File: src/rtl/skolem_ic_sweeper.sv
// skolem_ic_sweeper: exhaustive (s, t) sweep of a combinational
// invertibility-condition circuit for the literal (x >>a s) op t.
// For every pair the ground truth "exists x" is found by walking x
// internally. That truth is compared with the circuit's registered
// output. The block counts mismatches and keeps the first failing pair.
//
// Handshake: start is a level sampled only in IDLE, so a start seen in
// any other state is ignored. done is a single-cycle pulse. pass,
// mismatch_count and fail_* are valid while done is high and hold
// until the next accepted start.
module skolem_ic_sweeper #(
    parameter int W = 4
) (
    input  logic           clk,
    input  logic           rst,
    input  logic           start,
    input  logic [1:0]     op,
    output logic [W-1:0]   sk_s,
    output logic [W-1:0]   sk_t,
    input  logic           sk_out,
    output logic           busy,
    output logic           done,
    output logic           pass,
    output logic [2*W:0]   mismatch_count,
    output logic           fail_valid,
    output logic [W-1:0]   fail_s,
    output logic [W-1:0]   fail_t,
    output logic [2:0]     state_dbg
);

    typedef enum logic [2:0] {
        S_IDLE    = 3'd0,
        S_APPLY   = 3'd1,
        S_SEARCH  = 3'd2,
        S_COMPARE = 3'd3,
        S_DONE    = 3'd4
    } state_t;

    localparam logic [W:0] WIDTH_V = W;

    state_t           state;
    state_t           state_nxt;
    logic [1:0]       op_q;
    logic [2*W-1:0]   p;
    logic [W-1:0]     x;
    logic             sk_q;
    logic             truth;
    logic [W-1:0]     r;
    logic             hit;
    logic             mis;
    logic [2*W:0]     count_nxt;
    logic             p_last;
    logic             x_last;

    // The pair index drives the checked circuit directly: s is the outer loop, t the inner.
    assign sk_s   = p[2*W-1:W];
    assign sk_t   = p[W-1:0];
    assign p_last = &p;
    assign x_last = &x;

    // Arithmetic shift of the candidate x. Shifts of W or more leave only the sign bit.
    always_comb begin
        r = '0;
        if ({1'b0, sk_s} >= WIDTH_V) begin
            r = {W{x[W-1]}};
        end else begin
            r = $unsigned($signed(x) >>> sk_s);
        end
    end

    // Relation between the shifted candidate and t, using the op latched at start.
    always_comb begin
        hit = 1'b0;
        case (op_q)
            2'b00:   hit = (r >= sk_t);
            2'b01:   hit = (r >  sk_t);
            2'b10:   hit = (r <  sk_t);
            default: hit = (r == sk_t);
        endcase
    end

    // Mismatch of the registered circuit output against truth, and the resulting count.
    always_comb begin
        mis       = (sk_q != truth);
        count_nxt = mismatch_count + {{(2*W){1'b0}}, mis};
    end

    // State register.
    always_ff @(posedge clk) begin
        if (rst) begin
            state <= S_IDLE;
        end else begin
            state <= state_nxt;
        end
    end

    // Next-state logic. SEARCH exits on the first hit or after the last x.
    always_comb begin
        state_nxt = state;
        case (state)
            S_IDLE:    if (start) state_nxt = S_APPLY;
            S_APPLY:   state_nxt = S_SEARCH;
            S_SEARCH:  if (hit || x_last) state_nxt = S_COMPARE;
            S_COMPARE: state_nxt = p_last ? S_DONE : S_APPLY;
            S_DONE:    state_nxt = S_IDLE;
            default:   state_nxt = S_IDLE;
        endcase
    end

    // Status outputs decoded from state, so busy and done are never high together.
    always_comb begin
        busy      = (state == S_APPLY) || (state == S_SEARCH) || (state == S_COMPARE);
        done      = (state == S_DONE);
        state_dbg = state;
    end

    // Datapath: pair and x counters, truth, the sampled circuit output and results.
    always_ff @(posedge clk) begin
        if (rst) begin
            op_q           <= 2'b00;
            p              <= '0;
            x              <= '0;
            sk_q           <= 1'b0;
            truth          <= 1'b0;
            pass           <= 1'b0;
            mismatch_count <= '0;
            fail_valid     <= 1'b0;
            fail_s         <= '0;
            fail_t         <= '0;
        end else begin
            case (state)
                S_IDLE: begin
                    if (start) begin
                        op_q           <= op;
                        p              <= '0;
                        pass           <= 1'b0;
                        mismatch_count <= '0;
                        fail_valid     <= 1'b0;
                        fail_s         <= '0;
                        fail_t         <= '0;
                    end
                end
                S_APPLY: begin
                    // sk_s/sk_t have been stable since the edge that entered APPLY.
                    sk_q <= sk_out;
                    x    <= '0;
                end
                S_SEARCH: begin
                    truth <= hit;
                    if (!hit && !x_last) begin
                        x <= x + 1'b1;
                    end
                end
                S_COMPARE: begin
                    mismatch_count <= count_nxt;
                    if (mis && !fail_valid) begin
                        fail_valid <= 1'b1;
                        fail_s     <= sk_s;
                        fail_t     <= sk_t;
                    end
                    if (p_last) begin
                        pass <= (count_nxt == '0);
                    end else begin
                        p <= p + 1'b1;
                    end
                end
                default: begin
                end
            endcase
        end
    end

endmodule
File: config.mk
export PLATFORM = sky130hd
export DESIGN_NAME = skolem_ic_sweeper
export DESIGN_NICKNAME = d
export VERILOG_FILES = /design/src/rtl/skolem_ic_sweeper.sv
export SDC_FILE = /design/constraint.sdc
export NUM_CORES = 1
export LEC_CHECK = 0
export BUFFER_PORTS_ARGS = -buffer_cell sky130_fd_sc_hd__buf_2
export CAP_MARGIN = 20
export CORE_ASPECT_RATIO = 2
export CORE_MARGIN = 4
export CORE_UTILIZATION = 50
export CTS_CLUSTER_DIAMETER = 30
export DETAILED_ROUTE_END_ITERATION = 16
export HOLD_SLACK_MARGIN = 0.03
export PLACE_DENSITY = 0.73
export SETUP_SLACK_MARGIN = 0.5
export SYNTH_ARGS = -nofsm -noshare
export SYNTH_HDL_FRONTEND = slang
export SYNTH_SLANG_ARGS = --single-unit
File: constraint.sdc
create_clock -name clk -period 3 [get_ports clk]
set_input_delay 0.45 -clock clk [delete_from_list [all_inputs] [get_ports clk]]
set_output_delay 0.45 -clock clk [all_outputs]
set_load 0.01 [all_outputs]
==> insert_results.sql <==
INSERT INTO impl_metrics (metric_group, metric, value, unit) VALUES
('logic_synthesis', 'asyncSetResetFlopFracSynth', '0', '%'),
('grt', 'global_route_wire_length_before_repair', '9320', 'microns'),
('logic_synthesis', 'yosysSeqAreaShare', '35.8', '%'),
('critical_path', 'cp_max_fo', '5', ''),
('sta', 'grt_setup_unrepaired', 'true', ''),
('grt', 'grt_use_met1', '22.9', '%'),
('route', 'vias', '2094', ''),
('sta', 'setup_ws', '0.523', 'ns'),
('logic_synthesis', 'synth_warnings', '0', ''),
('critical_path', 'cp_data_required_time', '3.22', 'ns'),
('grt', 'global_route.usage.met3', '4.46', '%'),
('clock_tree', 'cts_root_buffer', 'clkbuf_8', ''),
('die', 'die_area', '5420', 'sq um'),
('logic_synthesis', 'area_share_of_fa_ha_maj_cells_after_synthesis', '4.71', '%'),
('die', 'core-area', '4090', 'sq um'),
('placement', 'dp.cells', '335', ''),
('grt', 'globalRoute.totalOverflow', '0', ''),
('power_and_ir_drop', 'switchingPower', '321', 'uW'),
('grt', 'number_of_global_route_vias_before_repair', '1982', ''),
('logic_synthesis', 'synth_enable_flop_cells', '0', ''),
('clock_tree', 'clk-insertion-delay-late', '0.29', 'ns'),
('logic_synthesis', 'synthSimpleGateAreaFrac', '31.5', '%'),
('clock_tree', 'tritoncts', 'built', ''),
('power_and_ir_drop', 'p_per_area', '499', 'nW/um^2'),
('route', 'post_drt_wl_per_cell', '16.5', 'microns'),
('critical_path', 'critical_path.startpoint_type', 'flop', ''),
('placement', 'gpl.final_weighted_congestion', '0.832', ''),
('die', 'row_count', '33', ''),
('grt', 'pin_count_of_the_biggest_net_entering_global_routing', '36', ''),
('sta', 'timing.final.max_slew_violations', '0', ''),
('power_and_ir_drop', 'p_int', '935', 'uW'),
('power_and_ir_drop', 'register_share_of_total_power', '43.3', '%'),
('logic_synthesis', 'postSynthCellCount', '263', ''),
('logic_synthesis', 'synth_top_family_by_area', 'simple AND/OR/NAND/NOR gates', ''),
('sta', 'post-route-min-period', '2.48', 'ns'),
('layout', 'drive_gt1_share', '23.6', '%'),
('layout', 'layoutNonFillerInstCount', '348', ''),
('logic_synthesis', 'ys_flop_type', 'dfxtp_1', ''),
('sta', 'fin_skew', '0.00935', 'ns'),
('critical_path', 'endpoint_kind', 'flop', ''),
('sta', 'hold_viol', '0', ''),
('clock_tree', 'cts_inserted_buffers', '5', ''),
('clock_tree', 'sink_count_of_the_clock_tree', '38', ''),
('die', 'initial_core_util', '52.0', '%'),
('placement', 'dpl-instance-area', '2300', 'sq um'),
('sta', 'timing.final.setup_violations', '0', ''),
('clock_tree', 'ctsHtreeMaxLevel', '2', ''),
('power_and_ir_drop', 'ir_drop', '0.324', 'mV'),
('outcome', 'run_status', 'complete, no violations', ''),
('logic_synthesis', 'synth_compound_gate_area_share', '14.8', '%'),
('critical_path', 'crit_path_cell_trace', 'nor2b_1, a211oi_1, a21oi_1, o32ai_1, ha_1, nand4_1, nor2_2, a32o_1, nor4_1, mux2i_1', ''),
('placement', 'setup_slack_after_placement', '0.294', 'ns'),
('clock_tree', 'clock_slew_at_the_register_clock_pins_of_the_worst_setup_and_hold_paths', '0.07', 'ns'),
('hold_path', 'hold_path.class', 'input pin to flop', ''),
('sta', 'worst_slew_pin_slew', '0.669', 'ns'),
('route', 'finalWirelength', '5750', 'microns'),
('logic_synthesis', 'avgSynthCellArea', '8.08', 'sq um'),
('route', 'detail-route-antenna-nets', '0', ''),
('layout', 'nNetsFinal', '309', ''),
('sta', 'clock.fmax', '0.404', 'GHz'),
('hold_path', 'worstHoldStart', 'sk_out', ''),
('grt', 'groute.layer.met2.usage', '42.8', '%'),
('critical_path', 'critical_path_arrival', '2.70', 'ns'),
('grt', 'grt_antenna_before_repair', '0', ''),
('clock_tree', 'max-clock-path-buffers', '2', ''),
('critical_path', 'timing.critical_path.slowest_cell_delay', '0.40', 'ns'),
('sta', 'worst_slew_margin_rel', '55.0', '%'),
('route', 'drtPass1Iterations', '4', ''),
('logic_synthesis', 'synth_top_area_cell', 'dfxtp_1', ''),
('power_and_ir_drop', 'power.clock.fraction', '43.0', '%'),
('power_and_ir_drop', 'p_leak', '0.00103', 'uW');
==> worst max-delay path: cells and delay by family, from the launching register on <==
kind / cells / cell delay, ns
flops: 1 / 0.36
mux: 1 / 0.22
simple gates: 4 / 0.77
fa+ha+maj: 1 / 0.29
compound gates: 4 / 0.78
==> metrics by stage <==
stage / power (uW) / utilization (%)
6_report: 1260 / 61.6
5_1_grt: 1310 / 61.6
4_1_cts: 1260 / 61.5
3_5_place_dp: 722 / 56.3
3_3_place_gp: 719 / 56.3
2_1_floorplan: 684 / -
==> power by group through the flow <==
stage	clock network (uW)	logic, uW	registers (uW)
after global routing	568	192	547
after floorplan	0	142	542
after CTS	546	172	544
after detailed placement	0	164	558
final	540	172	544
after global placement	0	162	557
==> cell type report <==
cell class | instances | area [sq um] | area share, %
flip-flops and latches | 38 | 771 | 30.6
well taps | 52 | 65.1 | 2.58
inverters | 5 | 18.8 | 0.745
clock inverters | 2 | 60.1 | 2.38
repair buffers | 44 | 238 | 9.44
clock buffers | 6 | 82.6 | 3.28
multi-input cells | 201 | 1280 | 51.0
==> metal layers <==
layer | up-vias | wire length, microns
li1 | 1007 | -
met1 | 1019 | 2030
met2 | 49 | 3300
met3 | 19 | 188
met4 | 0 | 227
met5 | - | 0
==> synthesized netlist by cell type (all sizes together), types with 3 or more instances <==
cell type,instances
ha,8
a22oi,3
nor3,11
dfxtp,38
nor4,10
buf,5
a211oi,4
o21ai,6
a31oi,5
nor2b,3
xnor2,7
a21oi,23
inv,5
or3,5
nand3b,4
nand3,16
mux2i,5
xor2,3
clkbuf,14
nor2,31
nand2,28
==> worst paths after layout <==
kind | endpoint | slack [ns] | cells after the start
worst min-delay path | sk_q$_SDFFE_PP0P_ | 0.40 | 3
worst max register to register | x[3]$_SDFFE_PP0P_ | 0.52 | 10
worst max-delay path | x[3]$_SDFFE_PP0P_ | 0.52 | 10
worst min register to register | fail_t[1]$_SDFFE_PP0P_ | 0.47 | 2
==> logic make-up after synthesis <==
group	count (synthesis)
and+or+nand+nor	125
xor gates and xnor gates	10
buffers and inverters	24
muxes	7
adders and majority gates	8
DFF	38
AOI/OAI and AO/OA	51
==> state kept, by name, indices dropped and copies added, names as in the netlist <==
name	cells
fail_valid	1
p	8
fail_s	4
state_dbg	3
mismatch_count	9
truth	1
op_q	2
pass	1
x	4
fail_t	4
sk_q	1
==> repair_timing <==
| item | 4_1_cts | 5_1_grt |
|---|---|---|
| pin swaps | 2 | 1 |
| hold endpoints to repair | 0 | 0 |
| endpoints found under the setup margin | 6 | 7 |
| buffers inserted | 5 | 0 |
| hold buffers | 0 | 0 |
| gates resized for setup | 9 | 2 |
Power figures use the tool's default switching activity.
